`src/rtl/fft_pkg.sv`:
```
// Shared types and constants for the FFT stage sequencer and its datapath partners.
// The default transform size and BPU pipeline latency live here so both sides agree.
package fft_pkg;

  typedef enum logic [1:0] {
    IDLE  = 2'd0,
    RUN   = 2'd1,
    DRAIN = 2'd2,
    DONE  = 2'd3
  } fft_state_e;

  localparam int unsigned N_MAX_DEFAULT    = 1024;
  localparam int unsigned PIPE_LAT_DEFAULT = 2;

  // Address width of an N_MAX-point buffer
  function automatic int unsigned fft_addr_w(input int unsigned n_max);
    return $clog2(n_max);
  endfunction

  // Width of a field that holds log2 of the transform size (0..LOG2_NMAX)
  function automatic int unsigned fft_cfg_w(input int unsigned n_max);
    return $clog2($clog2(n_max) + 1);
  endfunction

  // Width of a stage index (0..LOG2_NMAX-1)
  function automatic int unsigned fft_stage_w(input int unsigned n_max);
    return $clog2($clog2(n_max));
  endfunction

endpackage

```
`src/rtl/fft_delay_line.sv`:
```
// Enable-gated shift register carrying a valid bit alongside a data word.
module fft_delay_line #(
  parameter int unsigned DEPTH = 2,
  parameter int unsigned WIDTH = 8
) (
  input  logic             clk,
  input  logic             reset,
  input  logic             en,
  input  logic             in_valid,
  input  logic [WIDTH-1:0] in_data,
  output logic             out_valid,
  output logic [WIDTH-1:0] out_data
);

  logic [DEPTH-1:0]            vld_q;
  logic [DEPTH-1:0][WIDTH-1:0] dat_q;

  always_ff @(posedge clk or negedge reset) begin
    if (!reset) begin
      vld_q <= '0;
      dat_q <= '0;
    end else if (en) begin
      vld_q[0] <= in_valid;
      dat_q[0] <= in_data;
      for (int i = 1; i < int'(DEPTH); i++) begin
        vld_q[i] <= vld_q[i-1];
        dat_q[i] <= dat_q[i-1];
      end
    end
  end

  assign out_valid = vld_q[DEPTH-1];
  assign out_data  = dat_q[DEPTH-1];

endmodule

```
`src/rtl/fft_stage_sequencer.sv`:
```
// In-place radix-2 DIT FFT sequencer: read/twiddle/write addressing, ping-pong banks, drain.
// Optional FFT_SEQ_INVERSE_EN: capture inverse on start and drive tw_conj with the reads.
module fft_stage_sequencer
  import fft_pkg::*;
#(
  parameter  int unsigned N_MAX     = N_MAX_DEFAULT,
  parameter  int unsigned PIPE_LAT  = PIPE_LAT_DEFAULT,
  localparam int unsigned LOG2_NMAX = fft_addr_w(N_MAX),
  localparam int unsigned CW        = fft_cfg_w(N_MAX),
  localparam int unsigned SW        = fft_stage_w(N_MAX),
  localparam int unsigned PW        = LOG2_NMAX - 1
) (
  input  logic                 clk,
  input  logic                 reset,
  input  logic                 start,
  input  logic [CW-1:0]        log2n_cfg,
  input  logic                 hold,
  input  logic                 inverse,
  output logic                 busy,
  output logic                 done,
  output logic                 rd_en,
  output logic [LOG2_NMAX-1:0] rd_addr1,
  output logic [LOG2_NMAX-1:0] rd_addr2,
  output logic [PW-1:0]        tw_addr,
  output logic                 tw_conj,
  output logic                 wr_en,
  output logic [LOG2_NMAX-1:0] wr_addr1,
  output logic [LOG2_NMAX-1:0] wr_addr2,
  output logic                 rd_bank,
  output logic                 result_bank,
  output logic [SW-1:0]        stage,
  output logic [PW-1:0]        pair_id
);

  localparam int unsigned LW = LOG2_NMAX;
  localparam int unsigned DW = $clog2(PIPE_LAT) + 1;

  fft_state_e        state_q;
  logic [CW-1:0]     log2n_q, log2n_c;
  logic [SW-1:0]     stage_q;
  logic [PW-1:0]     pair_q, last_pair_c;
  logic [DW-1:0]     drain_q;
  logic              bank_q;
  logic [LW-1:0]     half_c;
  logic              last_stage_c;
  logic              run_c;
  logic [LW-1:0]     span_c, off_c, rd1_c, rd2_c;
  logic [PW-1:0]     tw_c;
  logic [2*LW-1:0]   wr_data;

  // Clamp requested size into 1..LOG2_NMAX
  always_comb begin
    log2n_c = log2n_cfg;
    if (log2n_cfg == '0)
      log2n_c = CW'(1);
    else if (log2n_cfg > CW'(LW))
      log2n_c = CW'(LW);
  end

  assign half_c       = LW'(1) << (log2n_q - CW'(1));
  assign last_pair_c  = PW'(half_c - LW'(1));
  assign last_stage_c = (stage_q == SW'(log2n_q - CW'(1)));
  assign run_c        = (state_q == RUN);

  always_ff @(posedge clk or negedge reset) begin
    if (!reset) begin
      state_q <= IDLE;
      log2n_q <= '0;
      stage_q <= '0;
      pair_q  <= '0;
      drain_q <= '0;
      bank_q  <= 1'b0;
    end else if (!hold) begin
      case (state_q)
        IDLE: begin
          if (start) begin
            log2n_q <= log2n_c;
            stage_q <= '0;
            pair_q  <= '0;
            bank_q  <= 1'b0;
            state_q <= RUN;
          end
        end
        RUN: begin
          if (pair_q == last_pair_c) begin
            drain_q <= '0;
            state_q <= DRAIN;
          end else begin
            pair_q <= pair_q + PW'(1);
          end
        end
        DRAIN: begin
          if (drain_q == DW'(PIPE_LAT - 1)) begin
            bank_q <= ~bank_q;
            if (last_stage_c) begin
              state_q <= DONE;
            end else begin
              stage_q <= stage_q + SW'(1);
              pair_q  <= '0;
              state_q <= RUN;
            end
          end else begin
            drain_q <= drain_q + DW'(1);
          end
        end
        DONE: begin
          stage_q <= '0;
          pair_q  <= '0;
          state_q <= IDLE;
        end
        default: state_q <= IDLE;
      endcase
    end
  end

  // Butterfly operand and twiddle addresses for (stage_q, pair_q)
  always_comb begin
    span_c = LW'(1) << stage_q;
    off_c  = LW'(pair_q) & (span_c - LW'(1));
    rd1_c  = ((LW'(pair_q) >> stage_q) << ({1'b0, stage_q} + (SW+1)'(1))) | off_c;
    rd2_c  = rd1_c + span_c;
    tw_c   = PW'(off_c << (SW'(LW - 1) - stage_q));
  end

  always_ff @(posedge clk or negedge reset) begin
    if (!reset) begin
      busy        <= 1'b0;
      done        <= 1'b0;
      rd_en       <= 1'b0;
      rd_addr1    <= '0;
      rd_addr2    <= '0;
      tw_addr     <= '0;
      stage       <= '0;
      pair_id     <= '0;
      rd_bank     <= 1'b0;
      result_bank <= 1'b0;
    end else if (!hold) begin
      busy     <= (state_q == RUN) || (state_q == DRAIN);
      done     <= (state_q == DONE);
      rd_en    <= run_c;
      rd_addr1 <= run_c ? rd1_c : '0;
      rd_addr2 <= run_c ? rd2_c : '0;
      tw_addr  <= run_c ? tw_c : '0;
      stage    <= stage_q;
      pair_id  <= pair_q;
      rd_bank  <= bank_q;
      if (state_q == DONE)
        result_bank <= log2n_q[0];
    end
  end

`ifdef FFT_SEQ_INVERSE_EN
  logic inv_q;

  always_ff @(posedge clk or negedge reset) begin
    if (!reset) begin
      inv_q   <= 1'b0;
      tw_conj <= 1'b0;
    end else if (!hold) begin
      if ((state_q == IDLE) && start)
        inv_q <= inverse;
      tw_conj <= run_c & inv_q;
    end
  end
`else
  logic unused_inverse;

  assign unused_inverse = inverse;
  assign tw_conj        = 1'b0;
`endif

  // Write-back addresses follow the reads through the BPU latency
  fft_delay_line #(
    .DEPTH (PIPE_LAT),
    .WIDTH (2 * LW)
  ) u_wr_dly (
    .clk       (clk),
    .reset     (reset),
    .en        (!hold),
    .in_valid  (rd_en),
    .in_data   ({rd_addr1, rd_addr2}),
    .out_valid (wr_en),
    .out_data  (wr_data)
  );

  assign {wr_addr1, wr_addr2} = wr_data;

endmodule

```
`config.mk`:
```
export PLATFORM = sky130hd
export DESIGN_NAME = fft_stage_sequencer
export DESIGN_NICKNAME = d
export VERILOG_FILES = /design/src/rtl/fft_pkg.sv /design/src/rtl/fft_delay_line.sv /design/src/rtl/fft_stage_sequencer.sv
export SDC_FILE = /design/constraint.sdc
export NUM_CORES = 1
export LEC_CHECK = 0
export BUFFER_PORTS_ARGS = -buffer_cell sky130_fd_sc_hd__buf_2
export CAP_MARGIN = 10
export CORE_UTILIZATION = 40
export DETAILED_ROUTE_END_ITERATION = 8
export PLACE_DENSITY_LB_ADDON = 0.25
export SLEW_MARGIN = 20
export SYNTH_ARGS = -nofsm -noshare
export SYNTH_HDL_FRONTEND = slang
export SYNTH_SLANG_ARGS = --single-unit
```
`constraint.sdc`:
```
create_clock -name clk -period 5.6 [get_ports clk]
set_clock_uncertainty 0.05 [all_clocks]
set_input_delay 1.12 -clock clk [delete_from_list [all_inputs] [get_ports clk]]
set_output_delay 1.12 -clock clk [all_outputs]
set_load 0.01 [all_outputs]
```
==> metrics.md <==
| Metric | Value |
|---|---|
| Hold_ws | 0.434 ns |
| Height of the die | 135 um |
| CP Cell Sequence | buf_4 > mux2i_1 > o22ai_1 > a221oi_1 > a21o_1 > nand2b_1 > nor2_1 > nand2_1 > nand2_1 > ha_1 > fa_1 > and3_1 > nand3_1 > o311ai_0 > nor3_1 > o21ai_0 > xnor2_1 > o31ai_1 |
| Largest net degree at the start of global routing | 89 |
| # IOs | 78 |
| Core Area | 0.0172 sq mm |
| Post-synth EDFFs | 0 |
| Simple-Gate Fraction of Synth Area | 0.152 |
| Shortest period the worst path allows | 4.60 ns |
| Clock Latency Late Sink | 0.36 ns |
| Final ANT Viol Nets | 0 |
| Register area share after synthesis | 0.395 |
| Net Count, Synth | 767 |
| I/O Buffers | 75 |
| XOR/XNOR Fraction of Synth Area | 0.0386 |
| Max cap viols | 0 |
| Nature of the critical path startpoint | register |
| Leak Pwr | 0.00370 uW |
| Final setup TNS | 0 ns |
| DR WL/cell | 17.0 um |
| Top delay family on crit path | compound AO/OA/AOI/OAI gates |
| Post-synthesis cell count | 727 |
| Slowest stage cell on the critical path | dfrtp_1 |
| Die W | 135 um |
| Final Hold Vio Count | 0 |
| All-Layer GR Usage | 0.192 |
| Post-Synth Adder-Cell Area | 0.0563 |
| Routed wire length | 16700 um |
| Final setup fails | 0 |
| Vias | 5479 |
| Max Buffers Root-to-Sink | 2 |
| Die Area | 0.0181 sq mm |
| Period utilization | 0.822 |
| Hold Path Class | reg -> reg |
| CTS tree | done |
| CTS clk-pin slew, worst paths | 0.08 ns |
| Clock Sinks | 111 |
| Synthesis-stage register bit count | 111 |
| Synth Area in Compound Gates | 0.169 |
| Pwr Density | 448 mW/mm^2 |
| CTS root buf | clkbuf_16 |
| Drt drc | 0 |
| # resized after CTS | 0 |
| Gpl congestion | 0.873 |
| Fillcell total | 1669 |
| Data required, critical path | 5.81 ns |
| H-tree levels | 3 |
| Post-CTS Hold Buffers | 0 |
| Distinct cells, synth | 74 |
| DR iter-0 viols | 272 |
| CP most frequent cell | nand2_1 |
| Post-CTS setup repair buffer count | 0 |
| Clock share of power | 0.179 |
| Tot Pwr | 3450 uW |
| Syn Area/Cell | 9.66 sq um |
| Global-route wire length before repair | 27500 um |
| Initial antenna violation count | 0 |
| Mux share of post-synthesis cell area | 0.126 |
| CP Capture Type | register |
| Worst path max stage delay | 0.86 ns |
| Comb pwr share | 0.480 |
| Num CTS Buffers | 9 |
| RSZ-0062 raised after global routing | no |
| Largest family of logic cells by synthesized area | compound AO/OA/AOI/OAI gates |
| Nets | 795 |
| Most used DFF post-synth | dfrtp_1 |
| P&R area growth vs syn | 9.42% |
| Initial Utilization | 0.408 |
| Max-slew violations | 0 |
| Core Rows | 48 |
| Sw power | 1480 uW |
| Crit path kind | reg -> reg |
| Peak supply drop | 232 uV |
| Cell Int Power | 1970 uW |
| Ant diodes | 0 |
| Fraction of layout cells with a size suffix above 1 | 0.240 |
| First-pass DRT Iterations | 5 |
| Synth Cell Area | 0.00703 sq mm |
| Max Freq | 0.217 GHz |
| Slew @ Worst Pin | 0.977 ns |
| Vias in the first global route | 5277 |
| Sequential power share | 0.341 |
| Post-synthesis async set-or-reset flop share | 1.00 |
| Slew HR | 0.349 |
| Critical path arrival | 4.81 ns |
| R2R setup slack | 1.0 ns |
| Status | completed |
| Buf/Inv on CP | 1 |
| Synth Warn # | 0 |
| Via-to-Cell Ratio | 5.57 |
| Post-DP HPWL | 12300 um |
| Sw Share | 0.428 |
| Worst-path maximum fanout | 22 |
| Total global routing overflow | 0 |
==> metrics by stage <==
step	setup WS [ns]	util	area (sq um)	instances
after CTS	0.999	0.446	7690	984
after detailed placement	1.02	0.430	7410	969
after global routing	0.492	0.446	7690	984
after floorplan	1.56	-	7030	727
final	0.999	0.446	7690	984
after global placement	1.05	0.430	7410	969
==> flip-flops by register name, indices dropped and copies added, names as in the netlist, 4 cells and up <==
register and cells:
stage_q 4, tw_addr 9, u_wr_dly.out_data 20, pair_id 9
log2n_q 4, rd_addr2 10, rd_addr1 10, u_wr_dly.dat_q 20
stage 4, pair_q 9
==> cell usage after synthesis (6+ instances only) <==
library cell / count / area (sq um)
nor2b_1: 11 / 68.8
a21o_1: 7 / 52.6
nand2_1: 76 / 285
a211oi_1: 6 / 45.0
nor2_1: 34 / 128
a22o_1: 14 / 123
dfrtp_1: 111 / 2780
mux2_2: 64 / 721
a21oi_1: 31 / 155
mux2i_1: 13 / 130
nor3_1: 14 / 70.1
and2_1: 6 / 37.5
buf_4: 22 / 165
and3_1: 9 / 56.3
xor2_1: 11 / 96.3
o31ai_1: 13 / 97.6
nand2b_1: 13 / 81.3
clkbuf_1: 36 / 135
xnor2_1: 20 / 175
inv_1: 21 / 78.8
nand3_1: 13 / 65.1
o21ai_0: 44 / 220
ha_1: 30 / 375
==> logic make-up after synthesis <==
family / Yosys count
buffers and inverters: 89
flip-flops: 111
AO/OA/AOI/OAI: 173
AND/OR/NAND/NOR: 212
XOR/XNOR: 31
adder cells (fa/ha/maj): 31
multiplexers: 79
other: 1
==> layout make-up <==
cell class | count | area [sq um] | area share
multi-input combinational | 527 | 3820 | 0.497
clock inverter | 5 | 41.3 | 0.00537
timing repair buffer | 84 | 448 | 0.0583
inverter | 22 | 82.6 | 0.0107
sequential | 111 | 2780 | 0.361
tap | 225 | 282 | 0.0366
clock buffer | 10 | 239 | 0.0311
==> path summary, 6_finish.rpt <==
kind	from	to	cells past startpoint
worst max-delay path	stage_q[0]	rd_addr2[8]	18
worst min register to register	done	done	2
max in group asynchronous	reset	stage_q[3]	2
min in group asynchronous	reset	u_wr_dly.out_data[16]	1
worst min-delay path	done	done	2
worst max register to register	stage_q[0]	rd_addr2[8]	18
==> worst register-to-register path, stage by stage (launching register included) <==
cell and delay [ns]:
dfrtp_1 0.86, buf_4 0.27, mux2i_1 0.26, o22ai_1 0.12, a221oi_1 0.46, a21o_1 0.20
nand2b_1 0.12, nor2_1 0.06, nand2_1 0.05, nand2_1 0.12, ha_1 0.24, fa_1 0.42
and3_1 0.21, nand3_1 0.08, o311ai_0 0.13, nor3_1 0.35, o21ai_0 0.18, xnor2_1 0.15
o31ai_1 0.18
==> cell usage in the layout, fill, tap and decap left out, drive strengths merged, types with 7 or more instances in the layout <==
cell type  instances
nor2b             11
and3               9
dfrtp            111
a21oi             32
o21ai             47
inv               24
xor2              11
nand2             78
nor3              14
nor2              35
xnor2             20
clkbuf            10
buf               84
o31ai             13
nand2b            13
a21o               7
nand3             14
mux2              65
nor4               7
ha                30
mux2i             13
a22o              14
==> power groups by stage <==
stage                     sequential (uW)  combinational (uW)  clock (uW)
after detailed placement             1190                1650           0
after global routing                 1210                1840         661
final                                1180                1650         617
after floorplan                      1130                1310           0
after global placement               1180                1630           0
after CTS                            1180                1660         631
==> layer usage <==
metal | up-vias | global-route usage | wire [um]
li1 | 2634 | - | -
met1 | 2704 | 0.253 | 7700
met2 | 115 | 0.322 | 8140
met3 | 26 | 0.0278 | 578
met4 | 0 | 0.0674 | 314
met5 | - | 0 | 0
Power figures use the tool's default switching activity.
